===== config.mk =====
export PLATFORM = sky130hd
export DESIGN_NAME = uart_tx_fifo
export DESIGN_NICKNAME = d
export VERILOG_FILES = /design/src/rtl/uart_tx_fifo.sv
export SDC_FILE = /design/constraint.sdc
export NUM_CORES = 1
export LEC_CHECK = 0
export CAP_MARGIN = 5
export CELL_PAD_IN_SITES_DETAIL_PLACEMENT = 2
export CELL_PAD_IN_SITES_GLOBAL_PLACEMENT = 2
export CORE_MARGIN = 4
export CORE_UTILIZATION = 44
export CTS_BUF_LIST = sky130_fd_sc_hd__clkbuf_8
export CTS_CLUSTER_SIZE = 14
export DETAILED_ROUTE_END_ITERATION = 12
export PLACE_DENSITY = 0.72
export RECOVER_POWER = 25
export SETUP_SLACK_MARGIN = 0.2
export SYNTH_ARGS = -nofsm -noshare
export SYNTH_HDL_FRONTEND = slang
export SYNTH_SLANG_ARGS = --single-unit
export TNS_END_PERCENT = 30

===== constraint.sdc =====
create_clock -name clk_i -period 6.08 [get_ports clk_i]
set_clock_uncertainty 0.1 [all_clocks]
set_input_delay 1.216 -clock clk_i [delete_from_list [all_inputs] [get_ports clk_i]]
set_output_delay 1.216 -clock clk_i [all_outputs]
set_load 0.02 [all_outputs]

===== src/rtl/uart_tx_fifo.sv =====
// rtl/uart_tx_fifo.sv - transmit byte FIFO between bus write side and uart_controller
//
// Purpose:
//   Buffers bytes written by the bus and presents the head entry
//   first-word-fall-through on data_o. load_o is ~empty. A single-cycle
//   pull_i pulse from the controller pops the head entry.
//
// Optional feature macro: UART_TX_FIFO_STATUS_EN
//   When defined, the level_o and overflow_o ports and the sticky overflow
//   flag are added. Everything else behaves the same in both builds.
//
// Ports:
//   clk_i       in   1              clock, rising edge
//   rst_i       in   1              synchronous reset, active-high
//   flush_i     in   1              synchronous discard of all entries
//   wr_en_i     in   1              enqueue strobe, one entry per cycle
//   wr_data_i   in   DATA_UART      byte to enqueue
//   pull_i      in   1              pop head entry
//   data_o      out  DATA_UART      head entry, valid while load_o=1
//   load_o      out  1              FIFO not empty
//   full_o      out  1              FIFO holds DEPTH entries
//   empty_o     out  1              FIFO holds no entries
//   level_o     out  DEPTH_LOG2+1   entry count          (status build only)
//   overflow_o  out  1              sticky write-on-full (status build only)

module uart_tx_fifo #(
  parameter int DATA_UART  = 8,
  parameter int DEPTH_LOG2 = 4
) (
  input  logic                  clk_i,
  input  logic                  rst_i,
  input  logic                  flush_i,
  input  logic                  wr_en_i,
  input  logic [DATA_UART-1:0]  wr_data_i,
  input  logic                  pull_i,
  output logic [DATA_UART-1:0]  data_o,
  output logic                  load_o,
  output logic                  full_o,
  output logic                  empty_o
`ifdef UART_TX_FIFO_STATUS_EN
  ,
  output logic [DEPTH_LOG2:0]   level_o,
  output logic                  overflow_o
`endif
);

  localparam int DEPTH = 1 << DEPTH_LOG2;
  localparam logic [DEPTH_LOG2:0] PTR_ONE = {{DEPTH_LOG2{1'b0}}, 1'b1};

  // Pointers carry one extra wrap bit so full and empty can be told apart
  // when the index bits match.
  logic [DEPTH_LOG2:0]   wr_ptr;
  logic [DEPTH_LOG2:0]   rd_ptr;
  logic [DATA_UART-1:0]  mem [DEPTH];

  logic [DEPTH_LOG2-1:0] wr_idx;
  logic [DEPTH_LOG2-1:0] rd_idx;
  logic                  empty;
  logic                  full;
  logic                  do_wr;
  logic                  do_rd;

  assign wr_idx = wr_ptr[DEPTH_LOG2-1:0];
  assign rd_idx = rd_ptr[DEPTH_LOG2-1:0];
  assign empty  = (wr_ptr == rd_ptr);
  assign full   = (wr_idx == rd_idx) && (wr_ptr[DEPTH_LOG2] != rd_ptr[DEPTH_LOG2]);

  // A pop on an empty FIFO is ignored, which also covers write+pull into an
  // empty FIFO: the write lands, the pull does nothing.
  assign do_wr = wr_en_i & ~full;
  assign do_rd = pull_i & ~empty;

  always_ff @(posedge clk_i) begin
    if (rst_i) begin
      wr_ptr <= '0;
      rd_ptr <= '0;
      // Clearing the slot the head reads from makes data_o read zero after reset.
      mem[0] <= '0;
    end else if (flush_i) begin
      // Discard by catching the read pointer up; any write or pop this cycle is dropped.
      rd_ptr <= wr_ptr;
    end else begin
      if (do_wr) begin
        mem[wr_idx] <= wr_data_i;
        wr_ptr      <= wr_ptr + PTR_ONE;
      end
      if (do_rd) begin
        rd_ptr <= rd_ptr + PTR_ONE;
      end
    end
  end

  // All outputs are functions of registered state only.
  assign data_o  = mem[rd_idx];
  assign load_o  = ~empty;
  assign full_o  = full;
  assign empty_o = empty;

`ifdef UART_TX_FIFO_STATUS_EN
  logic overflow_q;

  always_ff @(posedge clk_i) begin
    if (rst_i) begin
      overflow_q <= 1'b0;
    end else if (flush_i) begin
      overflow_q <= 1'b0;
    end else if (wr_en_i && full) begin
      overflow_q <= 1'b1;
    end
  end

  // Modulo-2*DEPTH difference of the wrap-extended pointers is the entry count.
  assign level_o    = wr_ptr - rd_ptr;
  assign overflow_o = overflow_q;
`endif

endmodule


==> key figures, run 1 <==
Finish
  • Total area of multi-input combinational cells: ~1700 sq um
  • Total number of nets in the final design: 354
  • Register area: between 4000 and 5000 sq um
  • ANT cells: 0
  • Finished Cell Area: 6660 sq um
  • Layout fillers: 1,159
  • Layout Area Growth over Synthesis: 12.8%
  • Share of final-layout standard cells stronger than drive strength 1: 0.159

Synthesis
  • Cells after synthesis: 307
  • Cell Area, Synth: approximately 5900 sq um
  • Number of storage elements in the synthesis netlist: 142
  • Main synth FF type: sky130_fd_sc_hd__edfxtp_1
  • Share of async-settable or async-resettable flops after synthesis: 0
  • Share of synthesized area occupied by flip-flops and latches: 0.698
  • Warnings, synthesis: 0
  • Count of unique library cells instantiated by Yosys: 41
  • Avg Cell Area, Syn: 19.2 sq um
  • Syn nets: between 300 and 400
  • Number of flops mapped to enable cells by yosys: 128

STA
  • Total count of hold-check failures in the final report: 0
  • Slew Limit Headroom: -0.0302
  • Min Hold Slack: 0.499 ns
  • RSZ-0062 raised after global routing: no
  • Setup TNS: 0 ns
  • Actual transition at the worst max-transition pin: 1.53 ns
  • Tmin final: 4.61 ns
  • Final-report max-slew violation count: 18
  • Highest achievable clock rate: 217 MHz
  • Setup violations, final: 0
  • Period Utilization, post-route: 0.759

Clocking
  • TritonCTS clock tree: done
  • Root buf cell: sky130_fd_sc_hd__clkbuf_8
  • Number of levels in the clock H-tree: 4
  • TritonCTS sink count: 142
  • Clock transition at the registers of the reported paths: 0.08 ns
  • Cts bufs inserted: 17
  • Post-CTS Hold Buffers: 0
  • Maximum root-to-sink buffer count: 2
  • Insertion delay of the later-clocked pin in the worst-skew pair: 0.44 ns
  • Post CTS Setup Buffer Count: 0
  • Cells resized by post-CTS repair: 0

Pwr
  • Leakage Power: 2.16 nW
  • Max rail drop VDD: 0.116 mV
  • Power density cells: between 200 and 300 nW/um^2

Setup path
  • Data required time at the worst endpoint: 4.76 ns
  • Worst flop-to-flop path startpoint: wr_ptr[0]
  • Worst reg-to-reg setup slack: roughly 2.5 ns
  • Largest fanout on the critical path: 32
  • Critical path endpoint category: output pin
  • Series of cell instances along the critical path: mux4_1 > mux4_2 > clkdlybuf4s50_1
  • Worst reg-to-reg path cell count: 6
  • Endpoint of the worst setup timing path: data_o[3]
  • Reg-to-reg critical path endpoint: mem[2][4]
  • Cell with the largest stage delay on the worst path: sky130_fd_sc_hd__dfxtp_2
  • Crit path kind: flip-flop to output pin
  • Startpoint type of the worst setup path: flip-flop
  • Largest stage delay on the critical path: 1.03 ns
  • Worst EP arrival: 3.30 ns

Global routing
  • Pin count of the biggest net entering global routing: 33
  • Global-route wire length before repair: 22,700 um
  • Total congestion overflow after global routing: 0
  • Initial antenna violation count: 0
  • Global routing usage summed across all routing layers: 0.215
  • Number of global-route vias before repair: approximately 3.4k

Drt
  • Remaining DRCs: 0
  • Overall routed net length: 15,300 um
  • Routed vias: 3,105
  • Via-per-instance ratio: 5.88
  • Number of optimization iterations in the first detailed-route pass: 4
  • First DRT Iteration DRCs: 316
  • Final antenna-violating net count: 0
  • Average detailed-routed wire length per instance: 29.0 um

Status
  • Violations in the final reports: capacitance limit, slew limit
  • Status: finished with violations

Floorplan
  • Standard-cell rows: 42
  • IO Count: 24
  • X dimension of the die: 124 um
  • Die Footprint: roughly 15,000 sq um
  • Vertical extent of the die: 124 um
  • Initial Util: 0.448
  • Core region area: 13,200 sq um

Run
  • Reported max-cap violation count: 2

Placed design
  • Gpl congestion: 0.775
  • Total cell area at the placement stage: 6320 sq um
  • Detailed Place HPWL: 10,400 um
  • Total of buffers placed on input and output ports: 23

Min path
  • Min-Delay Path Class: flip-flop to flip-flop
  • Startpoint of the most critical hold path: wr_ptr[4]
-- state kept, by name (all words and copies together), names as in the netlist, named ones only --
name    cells
wr_ptr      5
mem       128
rd_ptr      5
-- kinds of logic after synthesis --
kind of cell	count (synthesis)	share of synthesized area
AOI/OAI and AO/OA	20	0.0227
xor gates and xnor gates	6	0.0102
adders and majority gates	2	0.00423
buffers and inverters	22	0.0233
DFF	142	0.698
muxes	44	0.175
and+or+nand+nor	71	0.0667
-- final cells by class --
| type | instances | share of cell area |
|---|---|---|
| clock buffers | 20 | 0.0413 |
| clock inverters | 12 | 0.0122 |
| inverters | 5 | 0.00282 |
| multi-input cells | 143 | 0.252 |
| flip-flops and latches | 142 | 0.619 |
| well taps | 176 | 0.0330 |
| repair buffers | 30 | 0.0394 |
-- layer usage --
| metal | up-vias | GRT usage | share of wire | routed length, um |
|---|---|---|---|---|
| li1 | 1351 | - | - | - |
| met1 | 1669 | 0.273 | 0.42 | 6400 |
| met2 | 73 | 0.373 | 0.54 | 8200 |
| met3 | 12 | 0.0409 | 0.035 | 529 |
| met4 | 0 | 0.0727 | 0.011 | 161 |
| met5 | - | 0 | 0 | 0 |
-- Yosys cell counts, drive strengths merged (5+ instances only) --
| cell | count | area share |
|---|---|---|
| mux4 | 40 | 0.17 |
| edfxtp | 128 | 0.65 |
| inv | 5 | 0.0032 |
| nand2 | 9 | 0.0057 |
| and2 | 8 | 0.0085 |
| nor2b | 5 | 0.0053 |
| nand3 | 6 | 0.0051 |
| buf | 9 | 0.015 |
| clkbuf | 8 | 0.0051 |
| xnor2 | 5 | 0.0074 |
| nor3 | 11 | 0.0093 |
| nor4 | 10 | 0.011 |
| nand2b | 7 | 0.0074 |
| nor2 | 6 | 0.0038 |
| dfxtp | 14 | 0.047 |
-- layout by cell type (no fill, tap or decap), types with 5 or more instances in the layout --
master,count
sky130_fd_sc_hd__nor3_1,8
sky130_fd_sc_hd__dfxtp_1,13
sky130_fd_sc_hd__nor2_1,6
sky130_fd_sc_hd__clkdlybuf4s50_1,21
sky130_fd_sc_hd__xnor2_1,5
sky130_fd_sc_hd__nor4_1,7
sky130_fd_sc_hd__nor2b_1,5
sky130_fd_sc_hd__and2_1,8
sky130_fd_sc_hd__mux4_2,16
sky130_fd_sc_hd__edfxtp_1,128
sky130_fd_sc_hd__inv_1,10
sky130_fd_sc_hd__mux4_1,24
sky130_fd_sc_hd__clkinv_2,5
sky130_fd_sc_hd__nand3_1,6
sky130_fd_sc_hd__clkbuf_8,20
sky130_fd_sc_hd__nand2b_1,7
sky130_fd_sc_hd__nand2_1,9
-- stage by stage --
stage,cells,utilization,worst slack (ns),power [mW]
after floorplan,307,-,2.89,1.21
after global placement,493,0.477,1.62,1.27
after detailed placement,495,0.479,1.60,1.28
after CTS,527,0.506,1.38,1.95
after global routing,528,0.505,1.33,2.00
final,528,0.505,1.47,1.94
-- where the power goes --
part	internal (mW)	total [mW]	leakage, nW	switching, mW
clock	0.344	0.683	0.204	0.338
combinational	0.0836	0.163	0.646	0.0797
sequential	1.06	1.09	1.31	0.0260
total	1.49	1.94	2.16	0.444
-- worst min-delay path by stage --
stage | to | slack (ns) | cells after the start
final | rd_ptr[4] | 0.50 | 2
after global routing | rd_ptr[4] | 0.55 | 2
after CTS | rd_ptr[4] | 0.51 | 2
after detailed placement | rd_ptr[4] | 0.51 | 2
after global placement | rd_ptr[4] | 0.49 | 2
after floorplan | rd_ptr[4] | 0.46 | 2
-- worst max-delay path, delay by kind of cell, from the launching register on --
kind     cells  cell delay (ns)
mux          2             1.25
flops        1             1.03
buf+inv      1             0.57
Note: power is estimated with default switching activity, not from simulation.
==> run 2, diff against run 1 <==
PLACE_DENSITY = 0.75   (was 0.72)
clock period = 3.95 ns   (was 6.08 ns; I/O delays follow)
==> key figures, run 2 (synthesis gave the netlist of run 1 again) <==
STA
  • Setup TNS: 0 ns (unchanged)
  • Setup violations, final: 0 (unchanged)
  • RSZ-0062 raised after global routing: no (unchanged)
  • Slew Limit Headroom: 0.250 (was -0.0302)
  • Post-layout worst setup margin: 0.309 ns (was 1.47 ns)
  • Actual transition at the worst max-transition pin: 1.12 ns (was 1.53 ns)
  • Min Hold Slack: 0.577 ns (was 0.499 ns)
  • Final-report max-slew violation count: 0 (was 18)
  • Tmin final: 3.64 ns
  • Highest achievable clock rate: 275 MHz
  • Total count of hold-check failures in the final report: 0 (unchanged)
  • Period Utilization, post-route: 0.922

Setup path
  • Largest fanout on the critical path: 21 (was 32)
  • Worst reg-to-reg setup slack: 0.64 ns (was 2.48 ns)
  • Cell with the largest stage delay on the worst path: sky130_fd_sc_hd__mux4_1 (was sky130_fd_sc_hd__dfxtp_2)
  • Reg-to-reg critical path endpoint: mem[13][2] (was mem[2][4])
  • Worst flop-to-flop path startpoint: wr_ptr[1] (was wr_ptr[0])
  • Startpoint type of the worst setup path: flip-flop (unchanged)
  • Worst reg-to-reg path cell count: 5 (was 6)
  • Largest stage delay on the critical path: 0.62 ns (was 1.03 ns)
  • Crit path kind: flip-flop to output pin (unchanged)
  • Critical path endpoint category: output pin (unchanged)
  • Worst EP arrival: 2.75 ns (was 3.30 ns)
  • Series of cell instances along the critical path: buf_12 > mux4_1 > mux4_2 > clkdlybuf4s50_1 (was mux4_1 > mux4_2 > clkdlybuf4s50_1)
  • Data required time at the worst endpoint: 3.06 ns (was 4.76 ns)

Finish
  • Finished Cell Area: 6850 sq um (was 6660 sq um)
  • Most flops, register: mem (unchanged)
  • Total number of nets in the final design: 372 (was 354)
  • Max FFs per register: 128 (unchanged)
  • ANT cells: 0 (unchanged)
  • Most frequent standard cell in the layout excluding fill and tap cells: sky130_fd_sc_hd__edfxtp_1 (unchanged)
  • Total area of multi-input combinational cells: 1670 sq um (was 1680 sq um)
  • Share of final-layout standard cells stronger than drive strength 1: 0.208 (was 0.159)
  • Regs by FF count: mem x128, rd_ptr x5, wr_ptr x5 (unchanged)
  • Layout fillers: 1,155 (was 1,159)
  • Most frequent cells in the layout: sky130_fd_sc_hd__edfxtp_1, sky130_fd_sc_hd__mux4_1, sky130_fd_sc_hd__buf_4 (was sky130_fd_sc_hd__edfxtp_1, sky130_fd_sc_hd__mux4_1, sky130_fd_sc_hd__clkdlybuf4s50_1)
  • Layout Area Growth over Synthesis: 15.9% (was 12.8%)
  • Register area: 4130 sq um (about the same)

Floorplan
  • X dimension of the die: 124 um (unchanged)
  • Initial Util: 0.448 (unchanged)
  • Vertical extent of the die: 124 um (unchanged)
  • Core region area: 13,200 sq um (unchanged)
  • Die Footprint: 15,300 sq um (unchanged)
  • Standard-cell rows: 42 (unchanged)
  • IO Count: 24 (unchanged)

Pwr
  • Max rail drop VDD: 0.257 mV (was 0.116 mV)
  • Leakage Power: 2.27 nW (was 2.16 nW)
  • Power density cells: 452 nW/um^2 (was 290 nW/um^2)

Global routing
  • Number of global-route vias before repair: 3,486 (was 3,389)
  • Pin count of the biggest net entering global routing: 33 (unchanged)
  • Total congestion overflow after global routing: 0 (unchanged)
  • Initial antenna violation count: 0 (unchanged)
  • Global routing usage summed across all routing layers: 0.230 (was 0.215)
  • Global-route wire length before repair: 24,100 um (was 22,700 um)

Clocking
  • Post-CTS Hold Buffers: 0 (unchanged)
  • Root buf cell: sky130_fd_sc_hd__clkbuf_8 (unchanged)
  • Clock transition at the registers of the reported paths: 0.08 ns (about the same)
  • Cts bufs inserted: 17 (unchanged)
  • TritonCTS clock tree: done (unchanged)
  • Insertion delay of the later-clocked pin in the worst-skew pair: 0.45 ns (was 0.44 ns)
  • Maximum root-to-sink buffer count: 2 (unchanged)
  • TritonCTS sink count: 142 (unchanged)
  • Number of levels in the clock H-tree: 4 (unchanged)

Drt
  • First DRT Iteration DRCs: 405 (was 316)
  • Overall routed net length: 16,300 um (was 15,300 um)
  • Met3 WL post-DR: 720 um (was 529 um)
  • Final antenna-violating net count: 0 (unchanged)
  • Number of optimization iterations in the first detailed-route pass: 5 (was 4)
  • Top layer used by detailed routing: met4 (unchanged)
  • Routed length on met1: 6840 um (was 6400 um)
  • Routed wl met2: 8510 um (was 8200 um)
  • Routed vias: 3,340 (was 3,105)
  • Via-per-instance ratio: 6.12 (was 5.88)
  • Average detailed-routed wire length per instance: 29.9 um (was 29.0 um)
  • Remaining DRCs: 0 (unchanged)

Min path
  • Worst Hold Path Cells: 2 (unchanged)
  • Endpoint of the worst hold path: rd_ptr[4] (unchanged)
  • Min-Delay Path Class: flip-flop to flip-flop (unchanged)
  • Startpoint of the most critical hold path: wr_ptr[4] (unchanged)

Placed design
  • Post-Place Worst Slack: 0.466 ns (was 1.60 ns)
  • Detailed Place HPWL: 10,300 um (was 10,400 um)
  • Total of buffers placed on input and output ports: 23 (unchanged)
  • Gpl congestion: 0.771 (was 0.775)
  • Total cell area at the placement stage: 6450 sq um (was 6320 sq um)

Run
  • Reported max-cap violation count: 0 (was 2)

Status
  • Status: complete, no violations (was finished with violations)
## run 2: how the worst max path moves through the flow
| stage | from | end | cells past startpoint |
|---|---|---|---|
| after floorplan | flush_i | mem[6][0] | 5 |
| after global placement | flush_i | mem[13][0] | 6 |
| after detailed placement | flush_i | mem[13][1] | 6 |
| after CTS | flip-flop | data_o[1] | 4 |
| after global routing | flip-flop | data_o[2] | 4 |
| final | flip-flop | data_o[1] | 4 |
## run 2: power by group
part | leakage (nW) | switching (mW) | internal [mW]
clock network | 0.208 | 0.569 | 0.586
logic | 0.754 | 0.152 | 0.137
registers | 1.31 | 0.0126 | 1.64
## run 2: area by class of cell
| type | instances | area share |
|---|---|---|
| flip-flops and latches | 142 | 0.603 |
| multi-input cells | 143 | 0.244 |
| repair buffers | 48 | 0.0623 |
| inverters | 5 | 0.00274 |
| well taps | 176 | 0.0322 |
| clock buffers | 19 | 0.0382 |
| clock inverters | 13 | 0.0179 |
## run 2: layer usage
metal  GRT usage  up-vias
met5           0        -
met4      0.0651        0
met3      0.0436       22
met2       0.388      129
met1       0.307     1799
li1            -     1390
## run 2: through the flow
step	std cells	util	power [mW]
3_3_place_gp	512	0.489	1.95
6_report	546	0.519	3.09
5_1_grt	546	0.519	3.19
3_5_place_dp	512	0.489	1.97
2_1_floorplan	307	-	1.87
4_1_cts	546	0.520	3.11
## run 2: critical path: cells and delay by family, from the launching register on
family	cells	cell delay [ns]
DFF	1	0.38
buffers and inverters	2	0.76
muxes	2	1.14
## run 2: repair_timing
item                                   4_1_cts  5_1_grt
gates resized for setup                      1        0
setup endpoints to repair                    6        0
endpoints found under the hold margin        0        0
buffers inserted                             2        0
==> run 3, diff against run 2 <==
SKIP_CTS_REPAIR_TIMING = 1   (was default)
==> key figures, run 3 (synthesis gave the netlist of run 1 again) <==
Finish
  • Most frequent cells in the layout: sky130_fd_sc_hd__edfxtp_1, sky130_fd_sc_hd__mux4_1, sky130_fd_sc_hd__buf_4 (unchanged)
  • Most frequent standard cell in the layout excluding fill and tap cells: sky130_fd_sc_hd__edfxtp_1 (unchanged)
  • Layout fillers: 1,157 (was 1,155)
  • Regs by FF count: mem x128, rd_ptr x5, wr_ptr x5 (unchanged)
  • Most flops, register: mem (unchanged)
  • Finished Layout Cells: 544 (was 546)
  • Layout Area Growth over Synthesis: 15.7% (was 15.9%)
  • Total number of nets in the final design: 370 (was 372)
  • ANT cells: 0 (unchanged)
  • Share of final-layout standard cells stronger than drive strength 1: 0.204 (was 0.208)
  • Final core occ: 0.518 (was 0.519)
  • Max FFs per register: 128 (unchanged)

STA
  • RSZ-0062 raised after global routing: yes (was no)
  • Highest achievable clock rate: 267 MHz (was 275 MHz)
  • Slew Limit Headroom: 0.253 (was 0.250)
  • Setup violations, final: 0 (unchanged)
  • Final-report max-slew violation count: 0 (unchanged)
  • Period Utilization, post-route: 0.947 (was 0.922)
  • Tmin final: 3.74 ns (was 3.64 ns)
  • Actual transition at the worst max-transition pin: 1.11 ns (was 1.12 ns)
  • Total count of hold-check failures in the final report: 0 (unchanged)

Drt
  • First DRT Iteration DRCs: 375 (was 405)
  • Number of optimization iterations in the first detailed-route pass: 5 (unchanged)
  • Overall routed net length: 16,300 um (about the same)
  • Routed vias: 3,291 (was 3,340)
  • Final antenna-violating net count: 0 (unchanged)
  • Remaining DRCs: 0 (unchanged)
  • Average detailed-routed wire length per instance: 30.0 um (was 29.9 um)
  • Via-per-instance ratio: 6.05 (was 6.12)

Floorplan
  • Core region area: 13,200 sq um (unchanged)
  • X dimension of the die: 124 um (unchanged)
  • Die Footprint: 15,300 sq um (unchanged)
  • IO Count: 24 (unchanged)
  • Vertical extent of the die: 124 um (unchanged)
  • Standard-cell rows: 42 (unchanged)
  • Initial Util: 0.448 (unchanged)

Pwr
  • Leakage Power: 2.27 nW (about the same)
  • Flop pwr share: 0.535 (was 0.533)
  • Max rail drop VDD: 0.220 mV (was 0.257 mV)
  • Internal power summed over all cells: 2.36 mW (about the same)
  • Sw frac: 0.237 (about the same)
  • Combinational power share: 0.091 (was 0.094)
  • Total power draw: 3.09 mW (about the same)
  • Power density cells: 452 nW/um^2 (about the same)
  • Net switching power of the design: 0.733 mW (was 0.734 mW)
  • Clk network pwr share: 0.374 (was 0.373)

Clocking
  • TritonCTS clock tree: done (unchanged)
  • Cts bufs inserted: 17 (unchanged)
  • Insertion delay of the later-clocked pin in the worst-skew pair: 0.44 ns (was 0.45 ns)
  • Maximum root-to-sink buffer count: 2 (unchanged)
  • Root buf cell: sky130_fd_sc_hd__clkbuf_8 (unchanged)
  • Clock transition at the registers of the reported paths: 0.08 ns (about the same)
  • Number of levels in the clock H-tree: 4 (unchanged)
  • TritonCTS sink count: 142 (unchanged)

Global routing
  • Initial antenna violation count: 0 (unchanged)
  • Pin count of the biggest net entering global routing: 33 (unchanged)
  • Number of global-route vias before repair: 3,504 (was 3,486)
  • Global-route wire length before repair: 24,000 um (was 24,100 um)
  • Total congestion overflow after global routing: 0 (unchanged)
  • Global routing usage summed across all routing layers: 0.229 (was 0.230)

Min path
  • Worst Hold Path Cells: 2 (unchanged)
  • Min-Delay Path Class: flip-flop to flip-flop (unchanged)
  • Startpoint of the most critical hold path: wr_ptr[4] (unchanged)

Setup path
  • Worst EP arrival: 2.85 ns (was 2.75 ns)
  • Startpoint type of the worst setup path: flip-flop (unchanged)
  • Series of cell instances along the critical path: buf_12 > mux4_1 > mux4_2 > clkdlybuf4s50_1 (unchanged)
  • Worst reg-to-reg path cell count: 5 (unchanged)
  • Largest fanout on the critical path: 21 (unchanged)
  • Worst flop-to-flop path startpoint: wr_ptr[1] (unchanged)
  • Cell with the largest stage delay on the worst path: sky130_fd_sc_hd__mux4_1 (unchanged)
  • Largest stage delay on the critical path: 0.59 ns (was 0.62 ns)
  • Critical path endpoint category: output pin (unchanged)
  • Crit path kind: flip-flop to output pin (unchanged)
  • Data required time at the worst endpoint: 3.06 ns (about the same)

Placed design
  • Placed Cells incl. Taps: 512 (unchanged)
  • Total of buffers placed on input and output ports: 23 (unchanged)
  • Detailed Place HPWL: 10,300 um (unchanged)
  • Gpl congestion: 0.771 (unchanged)

Status
  • Status: complete, no violations (unchanged)

Run
  • Reported max-cap violation count: 0 (unchanged)
[run 3: cell types whose count changed in the layout (fill, tap and decap cells not counted), sizes merged]
cell / before / now
buf: 24 / 22
clkdlybuf4s50: 21 / 20
dlymetal6s2s: 0 / 1
[run 3: critical path: cells and delay by family (launching register included)]
kind     cells  cell delay [ns]
flops        1             0.49
buf+inv      2             0.80
mux          2             1.10
[run 3: layout make-up]
class                   count  area, sq um  share of cell area
clock buffers              19          262              0.0383
flip-flops and latches    142         4130               0.604
inverters                   5         18.8             0.00275
multi-input cells         143         1670               0.245
repair buffers             46          414              0.0606
well taps                 176          220              0.0322
clock inverters            13          123              0.0179
[run 3: path summary, 6_finish.rpt]
path	slack (ns)	to
hold / removal	0.57	rd_ptr[4]
hold reg to reg	0.57	rd_ptr[4]
setup / recovery	0.21	data_o[0]
setup reg to reg	0.63	mem[13][0]
[run 3: power by group through the flow]
stage          clock network [mW]  registers [mW]  logic, mW
2_1_floorplan                   0            1.68      0.192
3_3_place_gp                    0            1.69      0.264
3_5_place_dp                    0            1.69      0.278
4_1_cts                      1.17            1.65      0.283
5_1_grt                      1.24            1.66      0.298
6_report                     1.16            1.65      0.280
[run 3: through the flow]
step / setup WS [ns] / hold WS [ns] / TNS [ns] / cell area [sq um]
global placement: 0.576 / 0.488 / 0 / 6450
finish: 0.209 / 0.573 / 0 / 6840
CTS: -0.0134 / 0.569 / -0.0134 / 6840
floorplan: 1.18 / 0.456 / 0 / 5910
detailed placement: 0.466 / 0.532 / 0 / 6450
global route: 0.121 / 0.608 / 0 / 6840
[run 3: layer usage]
layer	part of all wire	GRT usage
met4	0.014	0.0657
met1	0.41	0.301
met5	0	0
met3	0.049	0.0504
met2	0.52	0.385
==> variant, RTL diff (config.mk and constraints of run 3) <==
Set the parameter `DATA_UART` to 4 (it was 8).
--- a/src/rtl/uart_tx_fifo.sv
+++ b/src/rtl/uart_tx_fifo.sv
@@ -24,7 +24,7 @@
 //   overflow_o  out  1              sticky write-on-full (status build only)
 
 module uart_tx_fifo #(
-  parameter int DATA_UART  = 8,
+  parameter int DATA_UART  = 4,
   parameter int DEPTH_LOG2 = 4
 ) (
   input  logic                  clk_i,
Ports: changed (resized data_o and wr_data_i); port bits go from 24 to 16. No check against the original RTL was run, so the function may have changed too.
==> variant against run 3 <==
Area after synthesis shrank 43%. Die area decreased by 40%. Total power is 39% lower. Synthesized cell count decreased by 30%. Cell area shrank 43%. Sequential cell count fell by 64. Count of clock-buffer cells in the layout fell by 10. Cell count shrank 38%. Routed wire length decreased by 43%. Worst setup slack better by 0.099 ns. Highest routed layer unchanged.
==> variant: results (changes against run 3) <==
stage;metric;value;unit;change
place;place.gp.congestion;0.738;;was 0.771
yosys;synth_adder_area_share;0.00741;;was 0.00424
status;status;finished clean;;unchanged
yosys;yosys-top-cells-count;edfxtp_1 (64), mux4_2 (20), dfxtp_1 (14);;was edfxtp_1 (128), mux4_1 (24), mux4_2 (16)
yosys;synth_nets;225;;was 322
detailed_routing;drtPass1Iterations;4;;was 5
layout;top_regs;mem x64, rd_ptr x5, wr_ptr x5;;was mem x128, rd_ptr x5, wr_ptr x5
detailed_routing;routed_wl;9240;um;was 16300 um
yosys;syn_inst;214;;was 307
place;place_hpwl;6390;um;was 10300 um
place;dpl.cell_count;322;;was 512
timing;maxSlewHeadroom;0.315;;was 0.253
place;port_buffers;15;;was 23
setup_path;max_stage_delay;0.87;ns;was 0.59 ns
power_and_ir_drop;p_leak;1.26;nW;was 2.27 nW
global_routing;grt_pass1_wl;14400;um;was 24000 um
place;place_area;3640;um2;was 6450 um2
clock_tree;clock_latency;0.35;ns;was 0.44 ns
layout;n_fill_cell;689;;was 1157
layout;drive_above_1_share;0.167;;was 0.204
yosys;synth_compound_area_frac;0.0496;;was 0.0227
clock_tree;htreeDepth;3;;was 4
yosys;synth_seq_area_share;0.652;;was 0.698
detailed_routing;drt-initial-drc-count;101;;was 375
place;dpl_worst_slack;0.650;ns;was 0.466 ns
global_routing;grt_pass1_vias;2262;;was 3504
yosys;synth_edf_count;64;;was 128
yosys;ys_types;43;;was 41
yosys;synth_xor_area_frac;0.0156;;was 0.0102
global_routing;grt_use_total;0.226;;was 0.229
yosys;yosys-top-cells-area;edfxtp_1 (57%), mux4_2 (13%), dfxtp_1 (8.3%);;was edfxtp_1 (65%), mux4_1 (11%), mux4_2 (6.1%)
power_and_ir_drop;p_int;0.00146;W;was 0.00236 W
setup_path;arrival;2.75;ns;was 2.85 ns
yosys;synth_mux_area_frac;0.143;;was 0.175
layout;finalNetCount;245;;was 370
power_and_ir_drop;peakVddDrop;0.271;mV;was 0.220 mV
setup_path;path_max_fanout;16;;was 21
clock_tree;clk_path_buf_depth;2;;unchanged
global_routing;grt_max_degree;19;;was 33
detailed_routing;wire_per_inst;27.3;um;was 30.0 um
layout;stdcell_area;3870;um2;was 6840 um2
clock_tree;cts_buffers;9;;was 17
detailed_routing;viasPerCell;6.12;;was 6.05
## variant: cell type report
| type | count | share of cell area |
|---|---|---|
| repair buffers | 22 | 0.0495 |
| multi-input cells | 118 | 0.277 |
| clock inverters | 7 | 0.0356 |
| flip-flops and latches | 78 | 0.569 |
| inverters | 5 | 0.00485 |
| well taps | 99 | 0.0320 |
| clock buffers | 9 | 0.0320 |
## variant: critical path: cells and delay by family (launching register included)
family                 cells  cell delay [ns]
multiplexers               2             0.95
flip-flops                 1             0.87
buffers and inverters      1             0.57
## variant: layer usage
metal,routed length [um],share of wire,track usage
met5,0,0,0
met4,159,0.017,0.0687
met3,317,0.034,0.0458
met2,4670,0.50,0.365
met1,4100,0.44,0.308
## variant: path summary, 6_finish.rpt
| check | from | endpoint | slack, ns | cells past startpoint |
|---|---|---|---|---|
| worst max-delay path | flip-flop | data_o[3] | 0.31 | 3 |
| worst min-delay path | wr_ptr[4]$_SDFFE_PP0P_ | rd_ptr[4]$_SDFFE_PP0N_ | 0.49 | 2 |
| worst max register to register | wr_ptr[3]$_SDFFE_PP0P_ | mem[4][3]$_DFFE_PP_ | 0.61 | 5 |
| worst min register to register | wr_ptr[4]$_SDFFE_PP0P_ | rd_ptr[4]$_SDFFE_PP0N_ | 0.49 | 2 |
## variant: power groups by stage
stage / Combinational, W / Sequential, W / Clock (W)
floorplan: 0.000130 / 0.000914 / 0
global placement: 0.000183 / 0.000923 / 0
detailed placement: 0.000196 / 0.000925 / 0
CTS: 0.000199 / 0.000906 / 0.000794
global route: 0.000204 / 0.000907 / 0.000830
finish: 0.000192 / 0.000906 / 0.000785
